<file path="config.mk">
export PLATFORM = sky130hd
export DESIGN_NAME = iob_fifo_burst_drain_flat
export DESIGN_NICKNAME = d
export VERILOG_FILES = /design/src/rtl/iob_fifo_burst_drain_pkg.sv /design/src/rtl/iob_fifo_burst_drain_if.sv /design/src/rtl/iob_skid_buf2.sv /design/src/rtl/iob_fifo_burst_drain.sv /design/src/flat_wrapper.sv
export SDC_FILE = /design/constraint.sdc
export NUM_CORES = 1
export LEC_CHECK = 0
export ABC_AREA = 1
export BUFFER_PORTS_ARGS = -buffer_cell sky130_fd_sc_hd__buf_2
export CAP_MARGIN = 25
export CORE_AREA = 2 2 117 164
export CTS_BUF_LIST = sky130_fd_sc_hd__clkbuf_8
export DETAILED_ROUTE_END_ITERATION = 10
export DIE_AREA = 0 0 119 166
export GPL_TIMING_DRIVEN = 0
export PLACE_DENSITY = 0.39
export SLEW_MARGIN = 20
export SYNTH_ARGS = -nofsm -noshare
export SYNTH_HDL_FRONTEND = slang
export SYNTH_SLANG_ARGS = --single-unit
</file>
<file path="constraint.sdc">
create_clock -name clk -period 2.3 [get_ports clk]
set_input_delay 0.23 -clock clk [delete_from_list [all_inputs] [get_ports clk]]
set_output_delay 0.23 -clock clk [all_outputs]
set_load 0.01 [all_outputs]
</file>
<file path="src/rtl/iob_fifo_burst_drain_pkg.sv">
// Shared types and helpers for the burst drain block.
// State encodings and the internal length-counter width.
package iob_fifo_burst_drain_pkg;

  typedef enum logic [1:0] {
    StIdle = 2'd0,
    StReq  = 2'd1,
    StData = 2'd2
  } state_e;

  localparam int unsigned SkidDepth = 2;

  // Length counters must hold BURST_LEN itself, not just BURST_LEN-1.
  function automatic int unsigned len_width(input int unsigned burst_len);
    return $clog2(burst_len) + 1;
  endfunction

endpackage

</file>
<file path="src/rtl/iob_fifo_burst_drain_if.sv">
// FIFO read port plus burst request/data channel of the burst drain block.
// master = the drain engine, slave = FIFO and memory-side write channel.
interface iob_fifo_burst_drain_if #(
  parameter int unsigned DATA_W    = 32,
  parameter int unsigned ADDR_W    = 4,
  parameter int unsigned BURST_LEN = 8
);
  localparam int unsigned ReqLenW = $clog2(BURST_LEN);

  logic                fifo_r_en;
  logic [DATA_W-1:0]   fifo_r_data;
  logic                fifo_r_empty;
  logic [ADDR_W:0]     fifo_level;
  logic                req_valid;
  logic                req_ready;
  logic [ReqLenW-1:0]  req_len;
  logic                data_valid;
  logic                data_ready;
  logic [DATA_W-1:0]   data;
  logic                data_last;

  modport master (
    output fifo_r_en,
    input  fifo_r_data,
    input  fifo_r_empty,
    input  fifo_level,
    output req_valid,
    input  req_ready,
    output req_len,
    output data_valid,
    input  data_ready,
    output data,
    output data_last
  );

  modport slave (
    input  fifo_r_en,
    output fifo_r_data,
    output fifo_r_empty,
    output fifo_level,
    input  req_valid,
    output req_ready,
    input  req_len,
    input  data_valid,
    output data_ready,
    input  data,
    input  data_last
  );

endinterface

</file>
<file path="src/rtl/iob_skid_buf2.sv">
// Two-entry in-order buffer absorbing FIFO read data returned under backpressure.
module iob_skid_buf2 #(
  parameter int unsigned DATA_W = 32
) (
  input  logic              clk,
  input  logic              arst_n,
  input  logic              push,
  input  logic [DATA_W-1:0] push_data,
  input  logic              pop,
  output logic [DATA_W-1:0] head_data,
  output logic [1:0]        occ
);

  logic [DATA_W-1:0] ent0_q, ent0_d, ent1_q, ent1_d;
  logic [1:0]        occ_q, occ_d;
  logic              do_pop;

  assign do_pop = pop && (occ_q != 2'd0);

  always_comb begin
    ent0_d = ent0_q;
    ent1_d = ent1_q;
    occ_d  = occ_q;
    case ({push, do_pop})
      2'b10: begin
        if (occ_q == 2'd0) ent0_d = push_data;
        else               ent1_d = push_data;
        occ_d = occ_q + 2'd1;
      end
      2'b01: begin
        ent0_d = ent1_q;
        occ_d  = occ_q - 2'd1;
      end
      2'b11: begin
        // Occupancy unchanged; new data lands behind whatever remains.
        if (occ_q == 2'd1) begin
          ent0_d = push_data;
        end else begin
          ent0_d = ent1_q;
          ent1_d = push_data;
        end
      end
      default: ;
    endcase
  end

  always_ff @(posedge clk or negedge arst_n) begin
    if (!arst_n) begin
      ent0_q <= '0;
      ent1_q <= '0;
      occ_q  <= 2'd0;
    end else begin
      ent0_q <= ent0_d;
      ent1_q <= ent1_d;
      occ_q  <= occ_d;
    end
  end

  assign head_data = ent0_q;
  assign occ       = occ_q;

endmodule

</file>
<file path="src/rtl/iob_fifo_burst_drain.sv">
// Drains a sync FIFO into length-announced bursts (request, then len data beats).
// Optional idle timeout that forces partial bursts: define IOB_BURST_TIMEOUT_EN.
module iob_fifo_burst_drain
  import iob_fifo_burst_drain_pkg::*;
#(
  parameter int unsigned DATA_W    = 32,
  parameter int unsigned ADDR_W    = 4,
  parameter int unsigned BURST_LEN = 8,
  parameter int unsigned TIMEOUT   = 16
) (
  input  logic                  clk,
  input  logic                  arst_n,
  input  logic                  flush,
  output logic                  busy,
  iob_fifo_burst_drain_if.master bus
);

  localparam int unsigned LenW    = len_width(BURST_LEN);
  localparam int unsigned ReqLenW = $clog2(BURST_LEN);
  localparam logic [ADDR_W:0] BurstLevel = (ADDR_W+1)'(BURST_LEN);

  if (BURST_LEN < 2 || BURST_LEN > (1 << ADDR_W) || TIMEOUT < 1) begin : gen_bad_param
    $error("iob_fifo_burst_drain: illegal parameter combination");
  end

  state_e            state_q, state_d;
  logic [LenW-1:0]   len_q, len_d;
  logic [LenW-1:0]   rd_left_q, rd_left_d;
  logic [LenW-1:0]   wr_left_q, wr_left_d;
  logic              inflight_q;
  logic              rd_en;
  logic              pop;
  logic              tmo_fire;
  logic              level_nz;
  logic [1:0]        occ;
  logic [2:0]        ahead;
  logic [DATA_W-1:0] head_data;

  assign level_nz = (bus.fifo_level != '0);
  assign pop      = bus.data_valid && bus.data_ready;
  // Beats already fetched but not yet consumed once this cycle's pop retires.
  assign ahead    = {1'b0, occ} + {2'b0, inflight_q} - {2'b0, pop};

  always_comb begin
    state_d   = state_q;
    len_d     = len_q;
    rd_left_d = rd_left_q;
    wr_left_d = wr_left_q;
    rd_en     = 1'b0;
    unique case (state_q)
      StIdle: begin
        if (bus.fifo_level >= BurstLevel) begin
          len_d   = LenW'(BURST_LEN);
          state_d = StReq;
        end else if ((flush || tmo_fire) && level_nz) begin
          len_d   = LenW'(bus.fifo_level);
          state_d = StReq;
        end
      end
      StReq: begin
        if (bus.req_ready) begin
          rd_left_d = len_q;
          wr_left_d = len_q;
          state_d   = StData;
        end
      end
      StData: begin
        rd_en = (rd_left_q != '0) && !bus.fifo_r_empty && (ahead < 3'd2);
        if (rd_en) rd_left_d = rd_left_q - LenW'(1);
        if (pop) begin
          wr_left_d = wr_left_q - LenW'(1);
          if (wr_left_q == LenW'(1)) state_d = StIdle;
        end
      end
      default: state_d = StIdle;
    endcase
  end

  always_ff @(posedge clk or negedge arst_n) begin
    if (!arst_n) begin
      state_q    <= StIdle;
      len_q      <= '0;
      rd_left_q  <= '0;
      wr_left_q  <= '0;
      inflight_q <= 1'b0;
    end else begin
      state_q    <= state_d;
      len_q      <= len_d;
      rd_left_q  <= rd_left_d;
      wr_left_q  <= wr_left_d;
      inflight_q <= rd_en;
    end
  end

`ifdef IOB_BURST_TIMEOUT_EN
  localparam int unsigned TmoW = $clog2(TIMEOUT) + 1;

  logic [TmoW-1:0] tmo_q, tmo_d;

  // Counts only while a partial burst sits waiting; any exit from idle restarts it.
  always_comb begin
    tmo_d = '0;
    if (state_q == StIdle && state_d == StIdle && level_nz && bus.fifo_level < BurstLevel) begin
      tmo_d = tmo_q + TmoW'(1);
    end
  end

  always_ff @(posedge clk or negedge arst_n) begin
    if (!arst_n) tmo_q <= '0;
    else         tmo_q <= tmo_d;
  end

  assign tmo_fire = (tmo_q == TmoW'(TIMEOUT - 1));
`else
  assign tmo_fire = 1'b0;
`endif

  iob_skid_buf2 #(
    .DATA_W (DATA_W)
  ) u_skid (
    .clk       (clk),
    .arst_n    (arst_n),
    .push      (inflight_q),
    .push_data (bus.fifo_r_data),
    .pop       (pop),
    .head_data (head_data),
    .occ       (occ)
  );

  assign busy           = (state_q != StIdle);
  assign bus.fifo_r_en  = rd_en;
  assign bus.req_valid  = (state_q == StReq);
  assign bus.req_len    = (state_q == StReq) ? ReqLenW'(len_q - LenW'(1)) : '0;
  assign bus.data_valid = (occ != 2'd0);
  assign bus.data       = bus.data_valid ? head_data : '0;
  assign bus.data_last  = bus.data_valid && (wr_left_q == LenW'(1));

endmodule

</file>
<file path="src/flat_wrapper.sv">
// flat-port wrapper written by rule: the top's interface ports become plain ports
module iob_fifo_burst_drain_flat import iob_fifo_burst_drain_pkg::*;
#(
  parameter int unsigned DATA_W    = 32,
  parameter int unsigned ADDR_W    = 4,
  parameter int unsigned BURST_LEN = 8,
  parameter int unsigned TIMEOUT   = 16
)
  (clk, arst_n, flush, busy, bus_fifo_r_en, bus_fifo_r_data, bus_fifo_r_empty, bus_fifo_level, bus_req_valid, bus_req_ready, bus_req_len, bus_data_valid, bus_data_ready, bus_data, bus_data_last);
  iob_fifo_burst_drain_if #(.DATA_W(DATA_W), .ADDR_W(ADDR_W), .BURST_LEN(BURST_LEN)) bus_i ();
  input  logic clk;
  input  logic arst_n;
  input  logic flush;
  output logic busy;
  output wire logic [$bits(bus_i.fifo_r_en)-1:0] bus_fifo_r_en;
  input wire logic [$bits(bus_i.fifo_r_data)-1:0] bus_fifo_r_data;
  input wire logic [$bits(bus_i.fifo_r_empty)-1:0] bus_fifo_r_empty;
  input wire logic [$bits(bus_i.fifo_level)-1:0] bus_fifo_level;
  output wire logic [$bits(bus_i.req_valid)-1:0] bus_req_valid;
  input wire logic [$bits(bus_i.req_ready)-1:0] bus_req_ready;
  output wire logic [$bits(bus_i.req_len)-1:0] bus_req_len;
  output wire logic [$bits(bus_i.data_valid)-1:0] bus_data_valid;
  input wire logic [$bits(bus_i.data_ready)-1:0] bus_data_ready;
  output wire logic [$bits(bus_i.data)-1:0] bus_data;
  output wire logic [$bits(bus_i.data_last)-1:0] bus_data_last;
  assign bus_fifo_r_en = bus_i.fifo_r_en;
  assign bus_i.fifo_r_data = bus_fifo_r_data;
  assign bus_i.fifo_r_empty = bus_fifo_r_empty;
  assign bus_i.fifo_level = bus_fifo_level;
  assign bus_req_valid = bus_i.req_valid;
  assign bus_i.req_ready = bus_req_ready;
  assign bus_req_len = bus_i.req_len;
  assign bus_data_valid = bus_i.data_valid;
  assign bus_i.data_ready = bus_data_ready;
  assign bus_data = bus_i.data;
  assign bus_data_last = bus_i.data_last;
  iob_fifo_burst_drain #(.DATA_W(DATA_W), .ADDR_W(ADDR_W), .BURST_LEN(BURST_LEN), .TIMEOUT(TIMEOUT)) u_core (.clk(clk), .arst_n(arst_n), .flush(flush), .busy(busy), .bus(bus_i));
endmodule
</file>
After elaboration in Yosys (flattened, before gate mapping)

Index checks and enable logic that the tools add are counted.
Widths: inputs -> output; s select.

Equal/unequal tests: 15
Magnitude comparators: 2
Reduce and logical (&&, ||, !) cells: 24
Add/sub/neg operators: 7
Muxes and demuxes: 23

Operators by type and width:

| operator            | count |
|---|---|
| $mux 32             | 5 |
| $pmux 32 s3         | 1 |
| $pmux 32 s2         | 1 |
| $mux 4              | 5 |
| $pmux 4 s2          | 2 |
| $reduce_bool 2->1   | 6 |
| $mux 2              | 5 |
| $reduce_and 3->1    | 3 |
| $ne 2x1->1 const B  | 4 |
| $sub 4x1->4 const B | 2 |
| $eq 2x1->1 const B  | 3 |
| $eq 2x2->1 const B  | 3 |
| $logic_and 1x1->1   | 6 |
| $ne 2x2->1 const B  | 3 |
| $pmux 2 s3          | 1 |
| $ge 5x4->1 const B  | 1 |
| $reduce_bool 5->1   | 1 |
| $eq 4x1->1 const B  | 1 |
| $logic_not 2->1     | 2 |
| $pmux 2 s2          | 1 |
| $reduce_and 2->1    | 2 |
| $reduce_and 4->1    | 1 |
| $reduce_bool 4->1   | 1 |
| $add 2x1->3         | 1 |
| 10 further kinds    | 10 |

Register bits after elaboration: 81
Output and inout port bits: 40
Input bits: 43

Longest topological paths before layout

Depth after elaboration: 7
Gate-level depth with buffers: 16
Mapped depth without buffers: 15

Cells and area by module

A second synthesis with hierarchy kept.

Cells, all modules: 624
Area, all modules: 4,463.0 um^2

By module, submodules not included:

| module               | times used | cells an instance | sequential area each (um^2) | area an instance (um^2) |
|---|---|---|---|---|
| iob_skid_buf2        | 1          | 410               | 1,651.6                     | 3,183.1 |
| iob_fifo_burst_drain | 1          | 214               | 375.4                       | 1,280.0 |

Worst setup path after synthesis

Ideal clock, no wire load.

Path kind: flip-flop to flip-flop
Start point: register u_core.u_skid.occ_q[1] (netlist: u_core.u_skid.occ[1])
End point: register u_core.rd_left_q[3]
Arrival: 2.134 ns
Path slack: 0.048 ns
Library setup time: 0.117 ns
Stages on the path, launching flop included: 16
Required time: 2.183 ns
Cell sequence: dfrtp_1 inv_1 ha_1 buf_6 nor2_8 inv_2 a21oi_1 o21ai_0 fa_1 nand2_1 nor2_1 nand3_1 nand2_2 nand2_2 nand2_1 nand2_1

Word-level cells in the longest chain between the ends: 7
Elaborated cells between the ends (all ways): 8
Classes of those cells: add/sub (2); order compare (1); eq/ne (1); reduce/logical (4)

Ends and longest elaborated chain:

| what                                                | RTL line                   | text |
|---|---|---|
| from (decl)                                         | iob_skid_buf2.sv:15        | `logic [1:0] occ_q, occ_d;` |
| from (signal assigned)                              | iob_skid_buf2.sv:51        | `occ_q <= 2'd0;` |
| from (signal assigned)                              | iob_skid_buf2.sv:55        | `occ_q <= occ_d;` |
| branches (longest 2 deep; another with $add 2x1->3) | --                         |  |
| $sub 3x1->3 *                                       | iob_fifo_burst_drain.sv:42 | `assign ahead = {1'b0, occ} + {2'b0, inflight_q} - {2'b0, pop};` |
| $lt 3x2->1 *                                        | iob_fifo_burst_drain.sv:68 | `rd_en = (rd_left_q != '0) && !bus.fifo_r_empty && (ahead < 3'd2);` |
| $logic_and 1x1->1 *                                 | iob_fifo_burst_drain.sv:68 |  |
| $ne 2x1->1 (no line) *                              | --                         |  |
| $reduce_and 3->1 (no line) *                        | --                         |  |
| to (signal assigned)                                | iob_fifo_burst_drain.sv:89 | `rd_left_q <= rd_left_d;` |
| to (decl)                                           | iob_fifo_burst_drain.sv:28 | `logic [LenW-1:0] rd_left_q, rd_left_d;` |

Every way passes the cells marked *.
A chain may end at the register's enable or synchronous reset.

Worst setup path in the final report

Start point: register u_core.u_skid.occ_q[0] (netlist: u_core.u_skid.occ[0])
End point: output port bus_fifo_r_en

Word-level cells in the longest chain between the ends: 6
Elaborated cells between the ends (all ways): 7
Classes of those cells: add/sub (2); order compare (1); mux (1); reduce/logical (3)

Ends and longest elaborated chain:

| what                                                | RTL line                   | text |
|---|---|---|
| branches (longest 2 deep; another with $add 2x1->3) | --                         |  |
| $sub 3x1->3 *                                       | iob_fifo_burst_drain.sv:42 |  |
| $lt 3x2->1 *                                        | iob_fifo_burst_drain.sv:68 |  |
| $logic_and 1x1->1 *                                 | iob_fifo_burst_drain.sv:68 |  |
| $mux 1 *                                            | iob_fifo_burst_drain.sv:50 | `unique case (state_q)` |
| to (decl)                                           | flat_wrapper.sv:15         | `output wire logic [$bits(bus_i.fifo_r_en)-1:0] bus_fifo_r_en;` |

Marks and branches as above.

==> impl_results.rst <==
.. list-table::
   :header-rows: 1

   * - Metric
     - Value
   * - Std-Cell Rows
     - 59
   * - Number of design rule violations left after detail routing
     - 0
   * - Count of port buffers added during placement
     - 82
   * - Top post-synthesis cells by area
     - sky130_fd_sc_hd__dfrtp_1 (45%), sky130_fd_sc_hd__nand2_1 (14%), sky130_fd_sc_hd__inv_1 (10%)
   * - Slowest Stage Delay on Critical Path
     - 0.50 ns
   * - Synth cell types
     - 24
   * - Delay-heaviest family, CP
     - adder cells
   * - Startpoint kind of the worst setup timing path
     - flop
   * - Post-DP HPWL
     - 8.46 mm
   * - Share of final-layout standard cells stronger than drive strength 1
     - 30.4%
   * - Number of cells after detailed placement
     - 902
   * - First-pass iteration count of the detailed router
     - 4
   * - Leakage component of the power
     - 3.12 nW
   * - Crit. path cell count
     - 11
   * - Most frequent cells after synthesis
     - sky130_fd_sc_hd__nand2_1 (170), sky130_fd_sc_hd__inv_1 (122), sky130_fd_sc_hd__dfrtp_1 (81)
   * - Hold Violations, Final
     - 0
   * - Standard cell area after detailed placement
     - 5220 um2
   * - Latest clock arrival within the worst-skew pair
     - 0.37 ns
   * - Per-cell routed wire length
     - 12.5 um
   * - Via count of the first global-routing pass
     - 3,901
   * - Remaining antenna violation count after routing
     - 0
   * - Category of the worst setup path capture point
     - output pin
   * - Maximum Capacitance Violations
     - 0
   * - Nets
     - 741
   * - Worst clock skew on the final layout
     - 0.00815 ns
   * - Ant diodes
     - 0
   * - X dimension of the die
     - 119 um
   * - Worst Max-Slew Pin Slew
     - 0.455 ns
   * - Clock net sink count
     - 81
   * - Cts bufs inserted
     - 9
   * - Finished Core Util
     - 30.7%
   * - Hold Path Stages
     - 3
   * - Crit path required time
     - 2.07 ns
   * - Peak VDD IR
     - 0.000396 V
   * - Height of the die
     - 166 um
   * - Post-synth ARST share
     - 100%
   * - Worst endpoint data arrival time
     - 2.30 ns
   * - Run status
     - complete, but fails checks
   * - Number of enable-type register cells in the synthesized netlist
     - 0
   * - Top-Level Pins
     - 83
   * - Routability congestion estimate
     - 0.783
   * - Syn avg cell area
     - 7.78 um2
   * - CTS tree
     - done
   * - Largest net degree at the start of global routing
     - 52
   * - Grt ovf
     - 0
   * - Vias after detailed routing
     - 3,828
   * - Number of antenna violations at the first check in global routing
     - 0
   * - Final instance count without filler cells
     - 937
   * - Reg2reg path depth
     - 17
   * - Core region area
     - 18,400 um2
   * - Buf+Inv Stages, Crit Path
     - 4
   * - Timing-limited maximum frequency
     - 395 MHz
   * - Leading register cell type out of synthesis
     - sky130_fd_sc_hd__dfrtp_1
   * - Longest Clk Path Bufs
     - 2
   * - Yosys top cell by area
     - sky130_fd_sc_hd__dfrtp_1
   * - Post-synthesis cell area
     - 4470 um2
   * - Max-Slew Margin vs Limit
     - 69.7%
   * - Initial core utilization
     - 24.3%
   * - CP Cell Sequence
     - inv_2 -> ha_4 -> nor2_8 -> buf_6 -> ha_4 -> fa_1 -> nand2_1 -> nor2_1 -> nand3_1 -> inv_2 -> buf_6
   * - Area of all placed cells without fillers
     - 5650 um2
   * - Violated checks
     - setup timing
   * - Fin crit share
     - 110%
   * - PnR Total Power
     - 7.25 mW
   * - Final Setup Violations
     - 2
   * - Sequential share of the synthesized area
     - 45.3%
   * - Critical path class
     - flop to output pin
   * - Die footprint
     - 19,800 um2
   * - Setup repair after global routing missed its margin
     - true
   * - Post-synthesis register bit count
     - 81
   * - Time the final worst path needs with I/O delays and setup
     - 2.53 ns
   * - Maximum level of the CTS H-tree
     - 3
   * - Global Route Usage Sum
     - 12.7%
   * - Root Buffer Master
     - sky130_fd_sc_hd__clkbuf_8
   * - Vias per cell
     - 4.09
   * - Slowest stage cell, crit path
     - sky130_fd_sc_hd__fa_1
   * - Most common cell in the netlist
     - sky130_fd_sc_hd__nand2_1
   * - Starting DRT DRC Count
     - 179
   * - Share of Yosys cell area claimed by the top area cell type
     - 45.3%
   * - Final wirelength
     - 11.7 mm
   * - Syn_nets
     - 628
   * - Yosys warns
     - 0
   * - Final Slew Violations
     - 0
   * - Final setup slack of the worst path
     - -0.234 ns
   * - Min-delay worst type
     - primary input to flop
   * - First-pass GRT wire length
     - 19.7 mm
   * - Power density normalized to cell area
     - 1280 nW/um2
   * - Synthesized netlist cell count
     - 575
   * - Largest fanout of any net on the critical path
     - 4
   * - Clock edge transition at the registers on the reported setup and hold paths
     - 0.09 ns
   * - P&R area growth vs syn
     - 26.3%
-- cells by family after synthesis --
family	after synthesis	synth area share (%)
buffers and inverters	152	15.0
adders and majority gates	10	2.96
xor gates and xnor gates	3	0.587
and+or+nand+nor	245	22.6
DFF	81	45.3
AOI/OAI and AO/OA	84	13.5
-- area by class of cell --
class | instances | area (um2)
buffer | 21 | 175
clock buffer | 10 | 138
clock inverter | 6 | 66.3
fill | 1996 | 12700
inverter | 129 | 487
multi-input combinational | 342 | 1820
sequential | 81 | 2030
tap | 244 | 305
timing repair buffer | 104 | 633
-- where the power goes --
group          total [mW]  switching [mW]  internal [mW]
registers            2.38           0.350           2.03
logic                3.76            2.20           1.55
clock network        1.11           0.576          0.533
-- routing by layer --
metal / vias up / track usage, % / share of wire, %
met1: 1768 / 14.8 / 43
met3: 14 / 2.09 / 4.2
met2: 90 / 22.5 / 51
met5: - / 0 / 0
li1: 1956 / - / -
met4: 0 / 5.64 / 2.1
-- timing repair --
item / in CTS / in global routing
resized for setup: 21 / 6
buffers inserted: 19 / 5
hold buffers: 1 / 0
cloned: 0 / 0
pin swaps: 6 / 8
endpoints found under the hold margin: 30 / 0
setup endpoints to repair: 10 / 16
-- flip-flops by register name (all words and copies together), names as in the netlist --
register and count:
u_core.u_skid.occ 2, u_core.u_skid.ent1_q 32, u_core.rd_left_q 4, u_core.wr_left_q 4
u_core.inflight_q 1, u_core.u_skid.head_data 32, u_core.state_q 2, u_core.len_q 4
-- path summary, 6_finish.rpt --
| kind | startpoint | end | slack, ns |
|---|---|---|---|
| setup reg to reg | u_core.u_skid.occ[0] | u_core.inflight_q | -0.18 |
| max in group asynchronous | arst_n | u_core.u_skid.head_data[31] | 1.32 |
| min in group asynchronous | arst_n | u_core.u_skid.head_data[2] | 0.34 |
| setup / recovery | u_core.u_skid.occ[0] | bus_fifo_r_en | -0.23 |
| hold reg to reg | u_core.u_skid.head_data[19] | u_core.u_skid.head_data[19] | 0.48 |
| hold / removal | bus_fifo_r_data[3] | u_core.u_skid.ent1_q[3] | 0.12 |
-- worst reg2reg max path, cell delays in order (launching register included) --
cell and delay (ns):
sky130_fd_sc_hd__dfrtp_1 0.38, sky130_fd_sc_hd__inv_2 0.07, sky130_fd_sc_hd__ha_4 0.18, sky130_fd_sc_hd__nor2_8 0.15
sky130_fd_sc_hd__inv_4 0.05, sky130_fd_sc_hd__buf_6 0.11, sky130_fd_sc_hd__o21ai_2 0.13, sky130_fd_sc_hd__fa_1 0.43
sky130_fd_sc_hd__nand2_1 0.07, sky130_fd_sc_hd__nor2_1 0.04, sky130_fd_sc_hd__nand3_1 0.10, sky130_fd_sc_hd__inv_2 0.06
sky130_fd_sc_hd__buf_4 0.13, sky130_fd_sc_hd__buf_6 0.10, sky130_fd_sc_hd__buf_6 0.10, sky130_fd_sc_hd__buf_6 0.10
sky130_fd_sc_hd__buf_6 0.10, sky130_fd_sc_hd__buf_6 0.10
-- stage by stage --
step | TNS [ns] | hold slack, ns | worst slack (ns)
CTS | -1.42 | 0.0928 | -0.387
floorplan | 0 | -0.0656 | 0.0481
global placement | -0.891 | 0.463 | -0.226
global route | -0.933 | 0.106 | -0.358
detailed placement | -0.858 | 0.219 | -0.204
finish | -0.418 | 0.124 | -0.234
-- cell usage in the layout, fill, tap and decap left out, types with 7 or more instances in the layout --
cell type,Yosys,final
sky130_fd_sc_hd__buf_6,11,18
sky130_fd_sc_hd__o21ai_2,36,37
sky130_fd_sc_hd__inv_1,122,119
sky130_fd_sc_hd__buf_2,6,86
sky130_fd_sc_hd__dfrtp_1,81,81
sky130_fd_sc_hd__nand2_1,170,169
sky130_fd_sc_hd__buf_4,3,17
sky130_fd_sc_hd__o22ai_1,32,32
sky130_fd_sc_hd__ha_1,9,7
sky130_fd_sc_hd__nor2_1,46,46
sky130_fd_sc_hd__nand3_1,11,11
sky130_fd_sc_hd__inv_2,7,9
sky130_fd_sc_hd__clkbuf_8,0,10
sky130_fd_sc_hd__o21ai_0,11,10
sky130_fd_sc_hd__nand2_2,13,12
Power figures use the tool's default switching activity.
